===== src/rtl/lane_collector.sv =====
// ---------------------------------------------------------------------------
// lane_collector
//
// Gathers LANES lanes of W bits each, one per accepted transfer, into a single
// registered state vector. After the final lane arrives, the state is
// presented with state_valid and held until the consumer acknowledges it.
//
// Parameters:
//   W      lane width in bits (default 64)
//   LANES  lanes per state (default 25)
//
// Ports:
//   clk          single clock; all state changes happen on its rising edge
//   rst          asynchronous, active-low reset
//   start        begin collecting one state (sampled only while idle)
//   lane_valid   lane_data carries a valid lane
//   lane_data    incoming lane
//   lane_ready   block accepts a lane this cycle
//   state_out    assembled state; lane i is at bits [W*i +: W]
//   state_valid  state_out is complete and stable
//   state_ack    consumer has taken state_out
//   ready        block is idle and will accept start
//
// Configuration:
//   LANE_BITREV_EN  when defined, each lane is stored bit-reversed
//                   (lane_data bit j lands in slot bit W-1-j).
// ---------------------------------------------------------------------------
module lane_collector #(
  parameter int W     = 64,
  parameter int LANES = 25
) (
  input  logic               clk,
  input  logic               rst,
  input  logic               start,
  input  logic               lane_valid,
  input  logic [W-1:0]       lane_data,
  output logic               lane_ready,
  output logic [W*LANES-1:0] state_out,
  output logic               state_valid,
  input  logic               state_ack,
  output logic               ready
);

  // A single-lane configuration still needs a one-bit counter.
  localparam int CW = (LANES > 1) ? $clog2(LANES) : 1;
  localparam logic [CW-1:0] LAST_LANE = CW'(LANES - 1);

  typedef enum logic [1:0] {
    IDLE,
    COLLECT,
    DONE
  } state_e;

  state_e          state_q, state_d;
  logic [CW-1:0]   cnt_q, cnt_d;
  logic [W-1:0]    slot_q [LANES];
  logic [W-1:0]    lane_store;
  logic            transfer;

`ifdef LANE_BITREV_EN
  // Mirror the lane so that its LSB lands in the slot's MSB.
  always_comb begin
    lane_store = '0;
    for (int j = 0; j < W; j++) begin
      lane_store[W-1-j] = lane_data[j];
    end
  end
`else
  assign lane_store = lane_data;
`endif

  // A lane moves only when the source offers one and we are collecting.
  assign transfer = lane_valid && (state_q == COLLECT);

  always_comb begin
    state_d     = state_q;
    cnt_d       = cnt_q;
    ready       = 1'b0;
    lane_ready  = 1'b0;
    state_valid = 1'b0;
    case (state_q)
      IDLE: begin
        ready = 1'b1;
        if (start) begin
          cnt_d   = '0;
          state_d = COLLECT;
        end
      end
      COLLECT: begin
        lane_ready = 1'b1;
        if (lane_valid) begin
          // The counter stops at the last slot rather than wrapping; the
          // next start clears it.
          if (cnt_q == LAST_LANE) begin
            state_d = DONE;
          end else begin
            cnt_d = cnt_q + 1'b1;
          end
        end
      end
      DONE: begin
        // start is deliberately not looked at here, so a start coinciding
        // with the ack is dropped.
        state_valid = 1'b1;
        if (state_ack) begin
          state_d = IDLE;
        end
      end
      default: begin
        state_d = IDLE;
      end
    endcase
  end

  always_ff @(posedge clk or negedge rst) begin
    if (!rst) begin
      state_q <= IDLE;
      cnt_q   <= '0;
    end else begin
      state_q <= state_d;
      cnt_q   <= cnt_d;
    end
  end

  // Each slot loads only when the counter points at it during a transfer,
  // so the state is held stable in DONE and retained in IDLE.
  for (genvar i = 0; i < LANES; i++) begin : g_slot
    always_ff @(posedge clk or negedge rst) begin
      if (!rst) begin
        slot_q[i] <= '0;
      end else if (transfer && (cnt_q == CW'(i))) begin
        slot_q[i] <= lane_store;
      end
    end
    assign state_out[W*i +: W] = slot_q[i];
  end

endmodule


===== config.mk =====
export PLATFORM = sky130hd
export DESIGN_NAME = lane_collector
export DESIGN_NICKNAME = d
export VERILOG_FILES = /design/src/rtl/lane_collector.sv
export SDC_FILE = /design/constraint.sdc
export NUM_CORES = 2
export LEC_CHECK = 0
export BUFFER_PORTS_ARGS = -buffer_cell sky130_fd_sc_hd__buf_2
export CAP_MARGIN = 15
export CORE_AREA = 2 2 655 657
export DETAILED_ROUTE_END_ITERATION = 10
export DIE_AREA = 0 0 657 659
export PLACE_DENSITY = 0.31
export SKIP_LAST_GASP = 1
export SYNTH_ARGS = -nofsm -noshare
export SYNTH_HDL_FRONTEND = slang
export SYNTH_SLANG_ARGS = --single-unit
export TNS_END_PERCENT = 5

===== constraint.sdc =====
create_clock -name clk -period 2.2 [get_ports clk]
set_input_delay 0.22 -clock clk [delete_from_list [all_inputs] [get_ports clk]]
set_output_delay 0.22 -clock clk [all_outputs]
set_load 0.05 [all_outputs]

==> impl.org <==
** Drt
- First-pass iteration count of the detailed router :: 5
- Via count normalized by instance count :: 3.47
- The count of nets left with antenna violations once routing finished came out at 0.
- Count of routing violations after the opening detailed-route iteration :: 1744
- Across all layers, the routed design uses 39700 vias.
- Summed over all layers, the routed wires come to 319000 µm.
- After detailed routing, the number of remaining DRC violations is 0.
- Routed wire length per instance :: 28.0 µm

** Logic synthesis
- The synthesized design contains 0 enable-type register cells.
- Flip-flop cell with the highest count after synthesis :: sky130_fd_sc_hd__dfrtp_1
- After synthesis, flip-flops and latches occupy 67.0% of the total area.
- Number of warnings issued by yosys :: 0
- After technology mapping, the gate count stands at 3570.
- In this run the cell area of the synthesized design comes to 60000 µm².
- After synthesis the netlist holds a flip-flop and latch count of 1607.
- Total nets after synthesis :: 3644
- Count of cell types in the netlist :: 36
- Share of async-settable or async-resettable flops after synthesis :: 100%
- Each instance of the synthesized netlist takes up on average 16.8 µm².

** Worst setup path
- The slowest stage of the critical path belongs to the cell sky130_fd_sc_hd__dfrtp_1.
- Critical Path Stages :: 9
- At the worst endpoint, the required time is 2.93 ns.
- On the critical path the largest part of the delay comes from buffers and inverters.
- WP buf/inv :: 4
- Measured in cells, the most critical reg-to-reg path has a length of 9.
- Crit Path Class :: reg -> reg
- Worst-path fanout max :: 15
- Traced cell by cell, the critical path runs through buf_4, ha_1, inv_1, nor2_1, ha_1, nand3_4, buf_12, buf_12, mux2_2.
- Setup slack on the worst reg-to-reg path comes out at -0.05 ns.
- The worst setup path is launched from a flop.
- Type of destination of the critical path :: flop
- Signal arrival time at the worst endpoint :: 2.97 ns
- In this design, the stage delay of the slowest critical-path cell is 0.37 ns.

** Global route
- Antenna violations before repair :: 38
- The first global-routing pass estimated 418000 µm of wire.
- Largest net degree at the start of global routing :: 62
- Global routing finished with a remaining overflow of 0.
- Overall fraction of global-route tracks in use :: 14.3%
- Vias in the first global route :: 41600

** STA
- Layout Skew :: 0.0665 ns
- Setup violations remaining at the end of the flow were counted as 26.
- Hold timing on the final database bottoms out at a slack of 0.0929 ns.
- Setup repair after global routing missed its margin :: true
- Slew Limit Headroom :: 30.5%
- Of the available clock period, the critical path in the final layout requires 102%.
- Setup slack on the critical path of the routed design comes to -0.0451 ns.
- The worst path in the final design needs a cycle of 2.25 ns, including I/O delays and setup.
- Fin. max-slew vios :: 0
- Worst Tran Pin Value :: 1.04 ns
- Timing would allow up to 0.445 GHz.
- The number of hold violations in the final report was 0.

** CTS
- Clk Latency, worst-skew pair :: 0.90 ns
- CTS tree :: done
- The root buffer cell chosen for the clock tree is sky130_fd_sc_hd__clkbuf_16.
- The clock tree synthesis step divided the H-tree into 4 levels.
- Buffers inserted during clock tree synthesis total 209.
- TritonCTS Sinks :: 1607
- In this run the deepest clock path goes through 4 buffers.
- Clock transition at path regs :: 0.06 ns

** Final layout
- The library cells used most frequently in the layout, excluding fill and tap cells, are sky130_fd_sc_hd__buf_2 (1667), sky130_fd_sc_hd__dfrtp_1 (1607), sky130_fd_sc_hd__mux2_2 (1533).
- In the final layout, the multi-input gates occupy 18800 µm².
- Filler-free cell count of the finished design :: 11400
- Nets :: 5634
- Final core utilization :: 20.3%
- Total of fill cells in the finished design :: 46200
- From synthesis to final layout, the design area changed by 43.8%.
- Share of final-layout standard cells stronger than drive strength 1 :: 68.0%
- With fillers left out, the area of the finished cells amounts to 86300 µm².
- Leaving out fill and tap cells, the most frequent cell in the layout is sky130_fd_sc_hd__buf_2.
- Across the whole layout, storage elements account for 40200 µm².

** Die
- Floorplan Core Area :: 426000 µm²
- The floorplan step defined a die boundary enclosing 433000 µm².
- The floorplan step set the die width to 657 µm.
- During I/O placement, the number of pins put on the boundary was 1672.
- Chip Height :: 659 µm
- Starting Density :: 14.1%
- In this run the core area contains 240 standard-cell rows.

** Place
- Weighted congestion reported at the end of routability-driven placement :: 0.746
- In this run the cell area measured after placement is 78500 µm².
- OpenSTA, run right after detailed placement, puts the worst setup slack at -0.0926 ns.
- Number of cells in the design after placement :: 11000
- Detailed placement ended at an HPWL of 232000 µm.
- Count of input and output buffers :: 1671

** Power and ir drop
- Worst VDD drop :: 0.830 mV
- For this design the ratio of total power to cell area is 1870 nW/µm².
- In this run the static leakage power is 43.4 nW.

** Status
- Status :: finished, violations left
- The final reports fail on negative setup slack.

** Hold path
- Hold WC Path Type :: in -> reg
- Counting instances, the worst hold path has a depth of 3.

** Job
- Across the run, the number of max-cap violations was 0.
-- through the flow --
stage / setup TNS (ns) / total power [mW]
finish: -0.468 / 162
CTS: -6.89 / 164
global placement: -21.20 / 128
detailed placement: -7.69 / 129
floorplan: 0 / 102
global route: -12.94 / 168
-- kinds of logic after synthesis --
family	Yosys count	share of synthesized area, %
AOI/OAI and AO/OA	11	0.140
adders and majority gates	5	0.104
buffers and inverters	293	2.18
DFF	1607	67.0
muxes	1601	30.0
and+or+nand+nor	53	0.557
-- path summary, 6_finish.rpt --
| path | startpoint | to |
|---|---|---|
| setup / recovery | cnt_q[0]$_DFFE_PN0P_ | state_out[993]$_DFFE_PN0P_ |
| hold / removal | lane_data[0] | state_out[0]$_DFFE_PN0P_ |
| setup reg to reg | cnt_q[0]$_DFFE_PN0P_ | state_out[993]$_DFFE_PN0P_ |
| hold reg to reg | state_out[62]$_DFFE_PN0P_ | state_out[62]$_DFFE_PN0P_ |
| max in group asynchronous | rst | state_out[237]$_DFFE_PN0P_ |
| min in group asynchronous | rst | state_out[533]$_DFFE_PN0P_ |
-- layer usage --
metal | vias to the layer above | global-route usage [%] | part of all wire, %
li1 | 16600 | - | -
met1 | 21400 | 16.3 | 39
met2 | 1298 | 26.0 | 52
met3 | 329 | 4.02 | 6.7
met4 | 0 | 3.71 | 2.7
met5 | - | 0 | 0
-- power by group --
part           leakage [nW]  switching (mW)  internal [mW]
Sequential             20.9            5.86           41.4
Combinational          19.2            61.3           18.9
Clock                  3.28            14.3           19.9
Total                  43.4            81.4           80.2
-- state kept, by name (all words and copies together) (netlist names) --
signal and cells:
state_out 1600, cnt_q 5, state_q 2
-- synth_stat cells (2+ instances only) --
cell type	number	area share [%]
sky130_fd_sc_hd__o41ai_1	2	0.029
sky130_fd_sc_hd__and2_1	4	0.042
sky130_fd_sc_hd__o21ai_0	3	0.025
sky130_fd_sc_hd__clkbuf_1	131	0.82
sky130_fd_sc_hd__nor2_1	8	0.050
sky130_fd_sc_hd__nor2b_1	3	0.031
sky130_fd_sc_hd__dfrtp_1	1607	67
sky130_fd_sc_hd__nor2_2	2	0.021
sky130_fd_sc_hd__inv_1	5	0.031
sky130_fd_sc_hd__nand3_2	2	0.033
sky130_fd_sc_hd__a21o_1	2	0.025
sky130_fd_sc_hd__ha_1	5	0.10
sky130_fd_sc_hd__mux2_1	67	1.3
sky130_fd_sc_hd__buf_2	150	1.3
sky130_fd_sc_hd__nand2_2	10	0.10
sky130_fd_sc_hd__mux2_2	1533	29
sky130_fd_sc_hd__nand3_1	2	0.017
sky130_fd_sc_hd__buf_4	6	0.075
sky130_fd_sc_hd__nand2_1	11	0.069
-- tightest hold or removal path: stages --
cell,delay [ns]
sky130_fd_sc_hd__buf_2,0.09
sky130_fd_sc_hd__buf_4,0.27
sky130_fd_sc_hd__mux2_2,0.35
-- what timing repair did --
item,in CTS,in global routing
pin swaps,2,1
endpoints found under the hold margin,1987,0
resized for setup,30,3
setup buffers,15,0
endpoints found under the setup margin,383,463
hold buffers,59,0
gates cloned,4,0
-- final cells by class --
type / instances / share of cell area, %
repair buffers: 2066 / 15.6
multi-input cells: 1670 / 21.7
clock buffers: 297 / 6.93
inverters: 6 / 0.0290
well taps: 5687 / 8.24
flip-flops and latches: 1607 / 46.6
diodes: 26 / 0.0754
clock inverters: 61 / 0.818
No activity file was read; power rests on OpenSTA's default activity.
